===== src/rtl/avmm_pio_gen2_if.sv =====
// Avalon-MM slave bundle for avmm_pio_gen2.
// Handshake: there is no waitrequest. A read or write strobe is accepted on every rising edge
// where it is high. Read data appears on avs_readdata one cycle after the read strobe and is 0 otherwise.
interface avmm_pio_gen2_if;
  logic [2:0]  avs_address;
  logic        avs_read;
  logic [31:0] avs_readdata;
  logic        avs_write;
  logic [31:0] avs_writedata;

  modport master (
    output avs_address, avs_read, avs_write, avs_writedata,
    input  avs_readdata
  );

  modport slave (
    input  avs_address, avs_read, avs_write, avs_writedata,
    output avs_readdata
  );
endinterface


===== src/rtl/avmm_pio_gen2.sv =====
// Parametrised Avalon-MM PIO: synchronised and debounced inputs, edge capture, maskable level IRQ,
// and set/clear output register. Optional hardware blink is built when PIO_BLINK_EN is defined.
module avmm_pio_gen2 #(
  parameter int              IN_W         = 10,
  parameter int              OUT_W        = 10,
  parameter int              DEBOUNCE_CYC = 50000,
  parameter int              EDGE_MODE    = 0,
  parameter logic [OUT_W-1:0] OUT_RESET   = '0,
  parameter int              BLINK_DIV    = 25000000
) (
  input  logic             clk_clk,
  input  logic             reset_reset_n,
  avmm_pio_gen2_if.slave   avs,
  output logic             irq,
  input  logic [IN_W-1:0]  pio_in_export,
  output logic [OUT_W-1:0] pio_out_export
);

  localparam logic [2:0] A_IN_DATA  = 3'd0;
  localparam logic [2:0] A_OUT_DATA = 3'd1;
  localparam logic [2:0] A_OUT_SET  = 3'd2;
  localparam logic [2:0] A_OUT_CLR  = 3'd3;
  localparam logic [2:0] A_IRQ_MASK = 3'd4;
  localparam logic [2:0] A_EDGE_CAP = 3'd5;
  localparam logic [2:0] A_STATUS   = 3'd6;
  localparam logic [2:0] A_BLINK    = 3'd7;

  logic [IN_W-1:0]  sync1;
  logic [IN_W-1:0]  sync2;
  logic [IN_W-1:0]  db;
  logic [IN_W-1:0]  db_nxt;
  logic [IN_W-1:0]  edge_hit;
  logic [IN_W-1:0]  edge_cap;
  logic [IN_W-1:0]  irq_mask;
  logic [IN_W-1:0]  w1c_bits;
  logic [OUT_W-1:0] out_data;
  logic [IN_W-1:0]  wd_in;
  logic [OUT_W-1:0] wd_out;
  logic [31:0]      rd_mux;
  logic [31:0]      blink_rd;
  logic             blink_present;

  logic wr_out;
  logic wr_set;
  logic wr_clr;
  logic wr_mask;
  logic wr_cap;

  assign wd_in   = avs.avs_writedata[IN_W-1:0];
  assign wd_out  = avs.avs_writedata[OUT_W-1:0];
  assign wr_out  = avs.avs_write && (avs.avs_address == A_OUT_DATA);
  assign wr_set  = avs.avs_write && (avs.avs_address == A_OUT_SET);
  assign wr_clr  = avs.avs_write && (avs.avs_address == A_OUT_CLR);
  assign wr_mask = avs.avs_write && (avs.avs_address == A_IRQ_MASK);
  assign wr_cap  = avs.avs_write && (avs.avs_address == A_EDGE_CAP);

  // Upper write-data bits beyond the channel widths are intentionally dropped.
  logic unused_wdata;
  assign unused_wdata = ^avs.avs_writedata;

  // Two-flop synchroniser for the asynchronous pins.
  always_ff @(posedge clk_clk or negedge reset_reset_n) begin
    if (!reset_reset_n) begin
      sync1 <= '0;
      sync2 <= '0;
    end else begin
      sync1 <= pio_in_export;
      sync2 <= sync1;
    end
  end

  generate
    if (DEBOUNCE_CYC == 0) begin : g_db_bypass
      assign db_nxt = sync2;
    end else begin : g_db
      localparam int              CW       = $clog2(DEBOUNCE_CYC + 1);
      localparam logic [CW-1:0]   CNT_LAST = CW'(DEBOUNCE_CYC - 1);
      for (genvar i = 0; i < IN_W; i++) begin : g_bit
        logic [CW-1:0] cnt;
        // Accept the new level only after it has disagreed with db for DEBOUNCE_CYC cycles.
        assign db_nxt[i] = ((sync2[i] != db[i]) && (cnt == CNT_LAST)) ? sync2[i] : db[i];
        always_ff @(posedge clk_clk or negedge reset_reset_n) begin
          if (!reset_reset_n) begin
            cnt <= '0;
          end else if ((sync2[i] == db[i]) || (cnt == CNT_LAST)) begin
            cnt <= '0;
          end else begin
            cnt <= cnt + 1'b1;
          end
        end
      end
    end
  endgenerate

  always_comb begin
    edge_hit = '0;
    if (EDGE_MODE == 0)      edge_hit = db_nxt & ~db;
    else if (EDGE_MODE == 1) edge_hit = ~db_nxt & db;
    else                     edge_hit = db_nxt ^ db;
  end

  assign w1c_bits = wr_cap ? wd_in : '0;

  // A new edge on the same cycle as its W1C leaves the bit set.
  always_ff @(posedge clk_clk or negedge reset_reset_n) begin
    if (!reset_reset_n) begin
      db       <= '0;
      edge_cap <= '0;
      irq_mask <= '0;
      irq      <= 1'b0;
    end else begin
      db       <= db_nxt;
      edge_cap <= (edge_cap & ~w1c_bits) | edge_hit;
      if (wr_mask) irq_mask <= wd_in;
      irq      <= |(edge_cap & irq_mask);
    end
  end

  always_ff @(posedge clk_clk or negedge reset_reset_n) begin
    if (!reset_reset_n) begin
      out_data <= OUT_RESET;
    end else if (wr_out) begin
      out_data <= wd_out;
    end else if (wr_set) begin
      out_data <= out_data | wd_out;
    end else if (wr_clr) begin
      out_data <= out_data & ~wd_out;
    end
  end

`ifdef PIO_BLINK_EN
  localparam int            PW       = (BLINK_DIV > 1) ? $clog2(BLINK_DIV) : 1;
  localparam logic [PW-1:0] PRE_LAST = PW'(BLINK_DIV - 1);

  logic [PW-1:0]    prescale;
  logic             blink_phase;
  logic [OUT_W-1:0] blink_mask;

  // Free-running prescaler; phase flips once every BLINK_DIV cycles.
  always_ff @(posedge clk_clk or negedge reset_reset_n) begin
    if (!reset_reset_n) begin
      prescale    <= '0;
      blink_phase <= 1'b0;
      blink_mask  <= '0;
    end else begin
      if (prescale == PRE_LAST) begin
        prescale    <= '0;
        blink_phase <= ~blink_phase;
      end else begin
        prescale <= prescale + 1'b1;
      end
      if (avs.avs_write && (avs.avs_address == A_BLINK)) blink_mask <= wd_out;
    end
  end

  assign pio_out_export = out_data ^ (blink_mask & out_data & {OUT_W{blink_phase}});
  assign blink_present  = 1'b1;
  assign blink_rd       = 32'(blink_mask);
`else
  assign pio_out_export = out_data;
  assign blink_present  = 1'b0;
  assign blink_rd       = '0;
`endif

  always_comb begin
    rd_mux = '0;
    case (avs.avs_address)
      A_IN_DATA:  rd_mux = 32'(db);
      A_OUT_DATA: rd_mux = 32'(out_data);
      A_OUT_SET:  rd_mux = '0;
      A_OUT_CLR:  rd_mux = '0;
      A_IRQ_MASK: rd_mux = 32'(irq_mask);
      A_EDGE_CAP: rd_mux = 32'(edge_cap);
      A_STATUS:   rd_mux = {30'b0, blink_present, irq};
      A_BLINK:    rd_mux = blink_rd;
      default:    rd_mux = '0;
    endcase
  end

  always_ff @(posedge clk_clk or negedge reset_reset_n) begin
    if (!reset_reset_n) begin
      avs.avs_readdata <= '0;
    end else begin
      avs.avs_readdata <= avs.avs_read ? rd_mux : 32'd0;
    end
  end

endmodule


===== src/flat_wrapper.sv =====
// flat-port wrapper written by rule: the top's interface ports become plain ports
module avmm_pio_gen2_flat 
#(
  parameter int              IN_W         = 10,
  parameter int              OUT_W        = 10,
  parameter int              DEBOUNCE_CYC = 50000,
  parameter int              EDGE_MODE    = 0,
  parameter logic [OUT_W-1:0] OUT_RESET   = '0,
  parameter int              BLINK_DIV    = 25000000
)
  (clk_clk, reset_reset_n, irq, pio_in_export, pio_out_export, avs_avs_address, avs_avs_read, avs_avs_write, avs_avs_writedata, avs_avs_readdata);
  avmm_pio_gen2_if avs_i ();
  input  logic clk_clk;
  input  logic reset_reset_n;
  output logic irq;
  input  logic [IN_W-1:0] pio_in_export;
  output logic [OUT_W-1:0] pio_out_export;
  input wire logic [$bits(avs_i.avs_address)-1:0] avs_avs_address;
  input wire logic [$bits(avs_i.avs_read)-1:0] avs_avs_read;
  input wire logic [$bits(avs_i.avs_write)-1:0] avs_avs_write;
  input wire logic [$bits(avs_i.avs_writedata)-1:0] avs_avs_writedata;
  output wire logic [$bits(avs_i.avs_readdata)-1:0] avs_avs_readdata;
  assign avs_i.avs_address = avs_avs_address;
  assign avs_i.avs_read = avs_avs_read;
  assign avs_i.avs_write = avs_avs_write;
  assign avs_i.avs_writedata = avs_avs_writedata;
  assign avs_avs_readdata = avs_i.avs_readdata;
  avmm_pio_gen2 #(.IN_W(IN_W), .OUT_W(OUT_W), .DEBOUNCE_CYC(DEBOUNCE_CYC), .EDGE_MODE(EDGE_MODE), .OUT_RESET(OUT_RESET), .BLINK_DIV(BLINK_DIV)) u_core (.clk_clk(clk_clk), .reset_reset_n(reset_reset_n), .avs(avs_i), .irq(irq), .pio_in_export(pio_in_export), .pio_out_export(pio_out_export));
endmodule

===== config.mk =====
export PLATFORM = sky130hd
export DESIGN_NAME = avmm_pio_gen2_flat
export DESIGN_NICKNAME = d
export VERILOG_FILES = /design/src/rtl/avmm_pio_gen2_if.sv /design/src/rtl/avmm_pio_gen2.sv /design/src/flat_wrapper.sv
export SDC_FILE = /design/constraint.sdc
export NUM_CORES = 1
export LEC_CHECK = 0
export CAP_MARGIN = 30
export CORE_MARGIN = 2
export CORE_UTILIZATION = 55
export CTS_BUF_LIST = sky130_fd_sc_hd__clkbuf_8
export CTS_CLUSTER_DIAMETER = 100
export DETAILED_ROUTE_END_ITERATION = 7
export PLACE_DENSITY = 0.76
export SETUP_SLACK_MARGIN = 0.1
export SLEW_MARGIN = 20
export SYNTH_ARGS = -nofsm -noshare
export SYNTH_HDL_FRONTEND = slang
export SYNTH_SLANG_ARGS = --single-unit

===== constraint.sdc =====
create_clock -name clk_clk -period 2.5 [get_ports clk_clk]
set_clock_uncertainty 0.05 [all_clocks]
set_input_delay 0.75 -clock clk_clk [delete_from_list [all_inputs] [get_ports clk_clk]]
set_output_delay 0.75 -clock clk_clk [all_outputs]
set_load 0.02 [all_outputs]

==> results.yml, run 1 <==
hold_path:
  hold_path_class: "input port to asynchronous set/reset pin"
placed_design:
  portBuffers: 47
  hpwl_um: 14800
  place.gp.congestion: 0.825
die:
  die_w_um: 145
  num_rows: 51
  core_area_um2: 19500
  die_y_um: 145
  die-area_um2: 20900
  io_pins: 92
  start_util_pct: 55.9
synthesis:
  ys_ff_latch: 231
  synth_ff_type: "dfrtp_1"
  yosysTopAreaCell: "dfrtp_1"
  ys_async_sr_fraction_pct: 100
  seq_area_frac_synth_pct: 53.1
  syn_area_per_cell_um2: 10.2
  ys_types: 52
  netlist_area_um2: 10900
  yosysMostFrequentCell: "dfrtp_1"
  synth_cells: 1066
  ys_warn_count: 0
  synth_common_cells: "dfrtp_1 (231), nor2_1 (197), xnor2_1 (107)"
  synth.top_cell.area_share_pct: 53.1
  synth_edf_count: 0
  synth_area_leaders: "dfrtp_1 (53%), xnor2_1 (8.6%), nor2_1 (6.8%), xor2_1 (3.1%), nand3_1 (2.6%)"
global_routing:
  grt_util_met2_pct: 35.9
  grt.met1_usage_pct: 29.6
  antenna_found_initial: 0
  grt_use_met3_pct: 4.80
  gr-max-usage-layer: "met2"
  grt_pass1_vias: 7757
  grt_max_degree: 56
  grt_remaining_overflow: 0
  grt_pass1_wl_um: 37000
  track_usage_pct: 22.1
sta:
  worstMarginPinSlew_ns: 0.525
  fin_setup_tns_ns: 0
  setup_viol: 0
  slew_violations: 0
  period_needed_ns: 2.32
  period_share_pct: 92.7
  maxSlewHeadroom_pct: 64.9
  rsz0062_at_grt: "false"
  timing_hold_violations_final: 0
  fmax_mhz: 432
clock_tree:
  clockRootBuffer: "clkbuf_8"
  cts_buffers: 39
  cts.sinks: 231
  clk_latency_ns: 0.53
  clkTransAtPathRegs_ns: 0.06
  cts_setup_buffers: 0
  cts_tree: "yes"
  hold_buffers: 0
  cts_max_path_buffers: 3
  htreeDepth: 2
  post_cts_resized: 11
routing:
  dr.first_iter.drc_count: 510
  final_antenna_net_count: 0
  viasPerCell: 5.48
  wl_per_cell_um: 15.1
  drc: 0
  dr.pass1.iters: 5
  wirelength_um: 21800
  vias: 7881
pwr:
  leakage_uw: 0.00519
  powerDensity_nw_per_um2: 634
  ir_drop_mv: 0.385
  power_uw: 7880
job:
  drv_cap: 0
cells_and_area:
  fin_nets: 1208
  synthToLayoutAreaGrowth_pct: 14.3
  drive_gt1_share_pct: 9.03
  antenna_cells: 0
setup_path:
  path_depth: 1
  r2r-start: "u_core.g_db.g_bit[3].cnt[7]"
  startpoint: "u_core.avs.avs_readdata[9]"
  cp.arrival_ns: 1.52
  worst-path-max-fanout: 1
  critPathLaunchType: "flop"
  crit_path_end: "avs_avs_readdata[9]"
  slowest_stage: "clkdlybuf4s50_1"
  max_stage_delay_ns: 0.67
  crit_chain: "clkdlybuf4s50_1"
  end_kind: "output port"
  critPathKind: "flop to output port"
  path_buf_inv: 1
  r2r-end: "u_core.db[3]"
  rr_worst_depth: 3
  cp.required_ns: 1.70
  reg2reg_slack_ns: 0.48
  cp_top_family: "buffers and inverters"
run_status:
  status: "complete, no violations"
## metrics by stage
step                      setup slack (ns)  instances  cell area, um2  utilization, %  hold slack [ns]
after floorplan                      0.491       1087           11000               -            0.281
after global placement               0.120       1373           11700            60.1            0.282
after detailed placement             0.106       1373           11700            60.1            0.286
after CTS                            0.146       1439           12400            63.9           0.0648
after global routing                 0.141       1439           12400            63.9           0.0899
final                                0.183       1439           12400            63.9           0.0876
## worst reg2reg max path: cells and delay by family, from the launching register on
kind	cells	cell delay [ns]
simple gates	2	1.10
mux	1	0.32
flops	1	0.44
## logic make-up after synthesis
| logic type | count (synthesis) | synth area share (%) |
|---|---|---|
| AO/OA/AOI/OAI | 70 | 4.62 |
| XOR/XNOR | 146 | 11.7 |
| adder cells (fa/ha/maj) | 10 | 1.15 |
| buffers and inverters | 79 | 3.67 |
| flip-flops | 231 | 53.1 |
| multiplexers | 29 | 2.97 |
| other | 1 | 0.0344 |
| AND/OR/NAND/NOR | 500 | 22.7 |
## cell usage in the layout, fill, tap and decap left out, types with 39 or more instances in the layout
| master | count |
|---|---|
| xnor2_1 | 107 |
| nor2_1 | 197 |
| nand3_1 | 57 |
| nand2_1 | 63 |
| nor4_1 | 43 |
| clkbuf_8 | 48 |
| dfrtp_1 | 231 |
| xor2_1 | 39 |
| nand4_1 | 45 |
| inv_1 | 47 |
## layer usage
| layer | up-vias | share of wire, % |
|---|---|---|
| met4 | 0 | 2.7 |
| li1 | 3816 | - |
| met3 | 43 | 5.2 |
| met2 | 164 | 48 |
| met1 | 3858 | 44 |
| met5 | - | 0 |
## area by class of cell
| type | count | area, um2 |
|---|---|---|
| timing repair buffer | 67 | 662 |
| tap | 265 | 332 |
| clock buffer | 48 | 661 |
| sequential | 231 | 5780 |
| clock inverter | 18 | 97.6 |
| fill | 1588 | 7020 |
| multi-input combinational | 777 | 4790 |
| inverter | 33 | 124 |
## how the worst min path moves through the flow
stage               startpoint                     endpoint  slack [ns]  depth (start not counted)
2_1_floorplan  u_core.sync1[0]              u_core.sync2[0]        0.28                          0
3_3_place_gp   u_core.sync1[0]              u_core.sync2[0]        0.28                          0
3_5_place_dp   u_core.sync1[8]              u_core.sync2[8]        0.29                          0
4_1_cts          reset_reset_n  u_core.g_db.g_bit[1].cnt[3]        0.06                          1
5_1_grt          reset_reset_n              u_core.sync1[0]        0.09                          1
6_report         reset_reset_n  u_core.g_db.g_bit[1].cnt[3]        0.09                          1
## power breakdown
part / leakage, uW / switching, uW / total [uW] / internal [uW]
clock: 0.000446 / 1460 / 3280 / 1820
sequential: 0.00311 / 136 / 4020 / 3890
combinational: 0.00163 / 343 / 581 / 238
total: 0.00519 / 1940 / 7880 / 5950
## registers in the layout, indices dropped and copies added (netlist names), named ones only
| name | cells |
|---|---|
| u_core.g_db.g_bit.cnt | 160 |
| u_core.avs.avs_readdata | 10 |
| u_core.db | 10 |
| u_core.edge_cap | 10 |
| u_core.irq_mask | 10 |
| u_core.sync1 | 10 |
| u_core.sync2 | 10 |
| u_core.irq | 1 |
No activity file was read; power rests on OpenSTA's default activity.
==> run 2: changes to the inputs <==
- SLEW_MARGIN: 20 -> 15
==> results of run 2 <==
Final layout, timing and power as in run 1 (identical DEF).
==> run 3: changes to the inputs <==
- RECOVER_POWER: not set -> 100
==> run 3 against run 2 <==
- global-route usage unchanged
- maximum frequency down 2.8%
- design area shrank 1.2%
- combinational power decreased by 4.6%
- sequential power hardly changed
- utilization shrank 0.76 points
- die area is the same
- total power down 0.43%
- critical path depth is the same
- critical endpoint unchanged
- highest routed layer unchanged
==> results.yml, run 3 (synthesized netlist as in run 1, its figures left out) <==
sta:
  slew_violations: 0
  setup_ws_ns: 0.115
  setup_viol: 0
  maxSlewHeadroom_pct: 21.5
  worstMarginPinSlew_ns: 1.18
  period_share_pct: 95.4
  timing_hold_violations_final: 0
  period_needed_ns: 2.39
  fmax_mhz: 419
  rsz0062_at_grt: "false"
  fin_setup_tns_ns: 0
job:
  drv_cap: 0
placed_design:
  placed_area_um2: 11700
  pre_cts_ws_ns: 0.106
  place.gp.congestion: 0.825
  hpwl_um: 14800
  portBuffers: 47
die:
  die-area_um2: 20900
  core_area_um2: 19500
  io_pins: 92
  die_y_um: 145
  num_rows: 51
  die_w_um: 145
  start_util_pct: 55.9
clock_tree:
  cts_tree: "yes"
  clkTransAtPathRegs_ns: 0.06
  cts_buffers: 39
  cts.sinks: 231
  cts_max_path_buffers: 3
  clk_latency_ns: 0.53
  cts_setup_buffers: 0
  clockRootBuffer: "clkbuf_8"
  htreeDepth: 2
pwr:
  pwr-share-seq_pct: 51.2
  power.share.clock_pct: 41.7
  leakage_uw: 0.00513
  power.internal_uw: 5920
  comb_power_share_pct: 7.1
  switching_share_pct: 24.6
  ir_drop_mv: 0.385
  p_switching_uw: 1930
  powerDensity_nw_per_um2: 639
setup_path:
  critPathKind: "flop to output port"
  cp_top_family: "buffers and inverters"
  crit_chain: "dlygate4sd3_1"
  worst-path-max-fanout: 1
  slowest_stage: "dlygate4sd3_1"
  critPathLaunchType: "flop"
  cp.arrival_ns: 1.59
  cp.required_ns: 1.70
  end_kind: "output port"
  path_buf_inv: 1
  reg2reg_slack_ns: 0.36
  max_stage_delay_ns: 0.75
cells_and_area:
  final_cell_mix: "dfrtp_1 (231), nor2_1 (197), xnor2_1 (107)"
  utilization_pct: 63.2
  largest_register: "u_core.g_db.g_bit.cnt"
  fin_nets: 1208
  antenna_cells: 0
  final_common_cell: "dfrtp_1"
  synthToLayoutAreaGrowth_pct: 12.9
  post-route-cell-area_um2: 12300
  drive_gt1_share_pct: 7.24
  largest_register_ffs: 160
  filler_cell_count: 1619
routing:
  dr.first_iter.drc_count: 534
  wirelength_um: 21800
  viasPerCell: 5.47
  dr.pass1.iters: 7
  wl_per_cell_um: 15.1
  vias: 7869
  drc: 0
  final_antenna_net_count: 0
global_routing:
  grt_max_degree: 56
  grt_remaining_overflow: 0
  grt_pass1_wl_um: 37000
  antenna_found_initial: 0
  track_usage_pct: 22.1
  grt_pass1_vias: 7757
run_status:
  status: "complete, no violations"
hold_path:
  hold_path_class: "flop to flop"
run 3: cell count changes in the layout (fill, tap and decap cells not counted), sizes merged:
cell / previous run / this run
buf: 21 / 6
clkbuf: 48 / 63
clkdlybuf4s50: 35 / 14
dlygate4sd3: 0 / 21
run 3: power groups by stage:
stage	clock [uW]	combinational, uW	sequential (uW)
CTS	3370	591	4020
finish	3280	554	4020
floorplan	0	306	4090
global route	3560	626	4030
detailed placement	0	606	4080
global placement	0	592	4080
run 3: routing by layer:
metal	GRT usage (%)	vias to the layer above	share of wire, %
met5	0	-	0
met4	7.66	0	2.7
met2	35.9	173	48
met1	29.6	3828	44
met3	4.80	43	5.2
li1	-	3825	-
run 3: through the flow:
step | std cells | hold WS [ns] | total power [uW]
3_5_place_dp | 1373 | 0.286 | 4690
6_report | 1439 | 0.292 | 7850
5_1_grt | 1439 | 0.302 | 8220
4_1_cts | 1439 | 0.0648 | 7980
3_3_place_gp | 1373 | 0.282 | 4670
2_1_floorplan | 1087 | 0.281 | 4390
run 3: final cells by class:
| class | count | area (um2) | share of cell area (%) |
|---|---|---|---|
| clock buffers | 48 | 661 | 5.37 |
| clock inverters | 18 | 97.6 | 0.794 |
| inverters | 33 | 124 | 1.01 |
| multi-input cells | 777 | 4720 | 38.4 |
| flip-flops and latches | 231 | 5780 | 47.0 |
| well taps | 265 | 332 | 2.70 |
| repair buffers | 67 | 574 | 4.67 |
run 3: final timing paths:
kind	depth (start not counted)	endpoint	from
min in group asynchronous	1	u_core.g_db.g_bit[4].cnt[4]	reset_reset_n
min reg2reg	0	u_core.sync2[4]	u_core.sync1[4]
max reg2reg	5	u_core.g_db.g_bit[9].cnt[6]	u_core.g_db.g_bit[9].cnt[12]
min	0	u_core.sync2[4]	u_core.sync1[4]
max in group asynchronous	2	u_core.db[2]	reset_reset_n
max	1	avs_avs_readdata[9]	u_core.avs.avs_readdata[9]
run 3: timing repair:
action                                  CTS  global route
hold buffers                              0             0
gates resized for setup                  11             0
hold endpoints to repair                  0             0
endpoints found under the setup margin   11             0
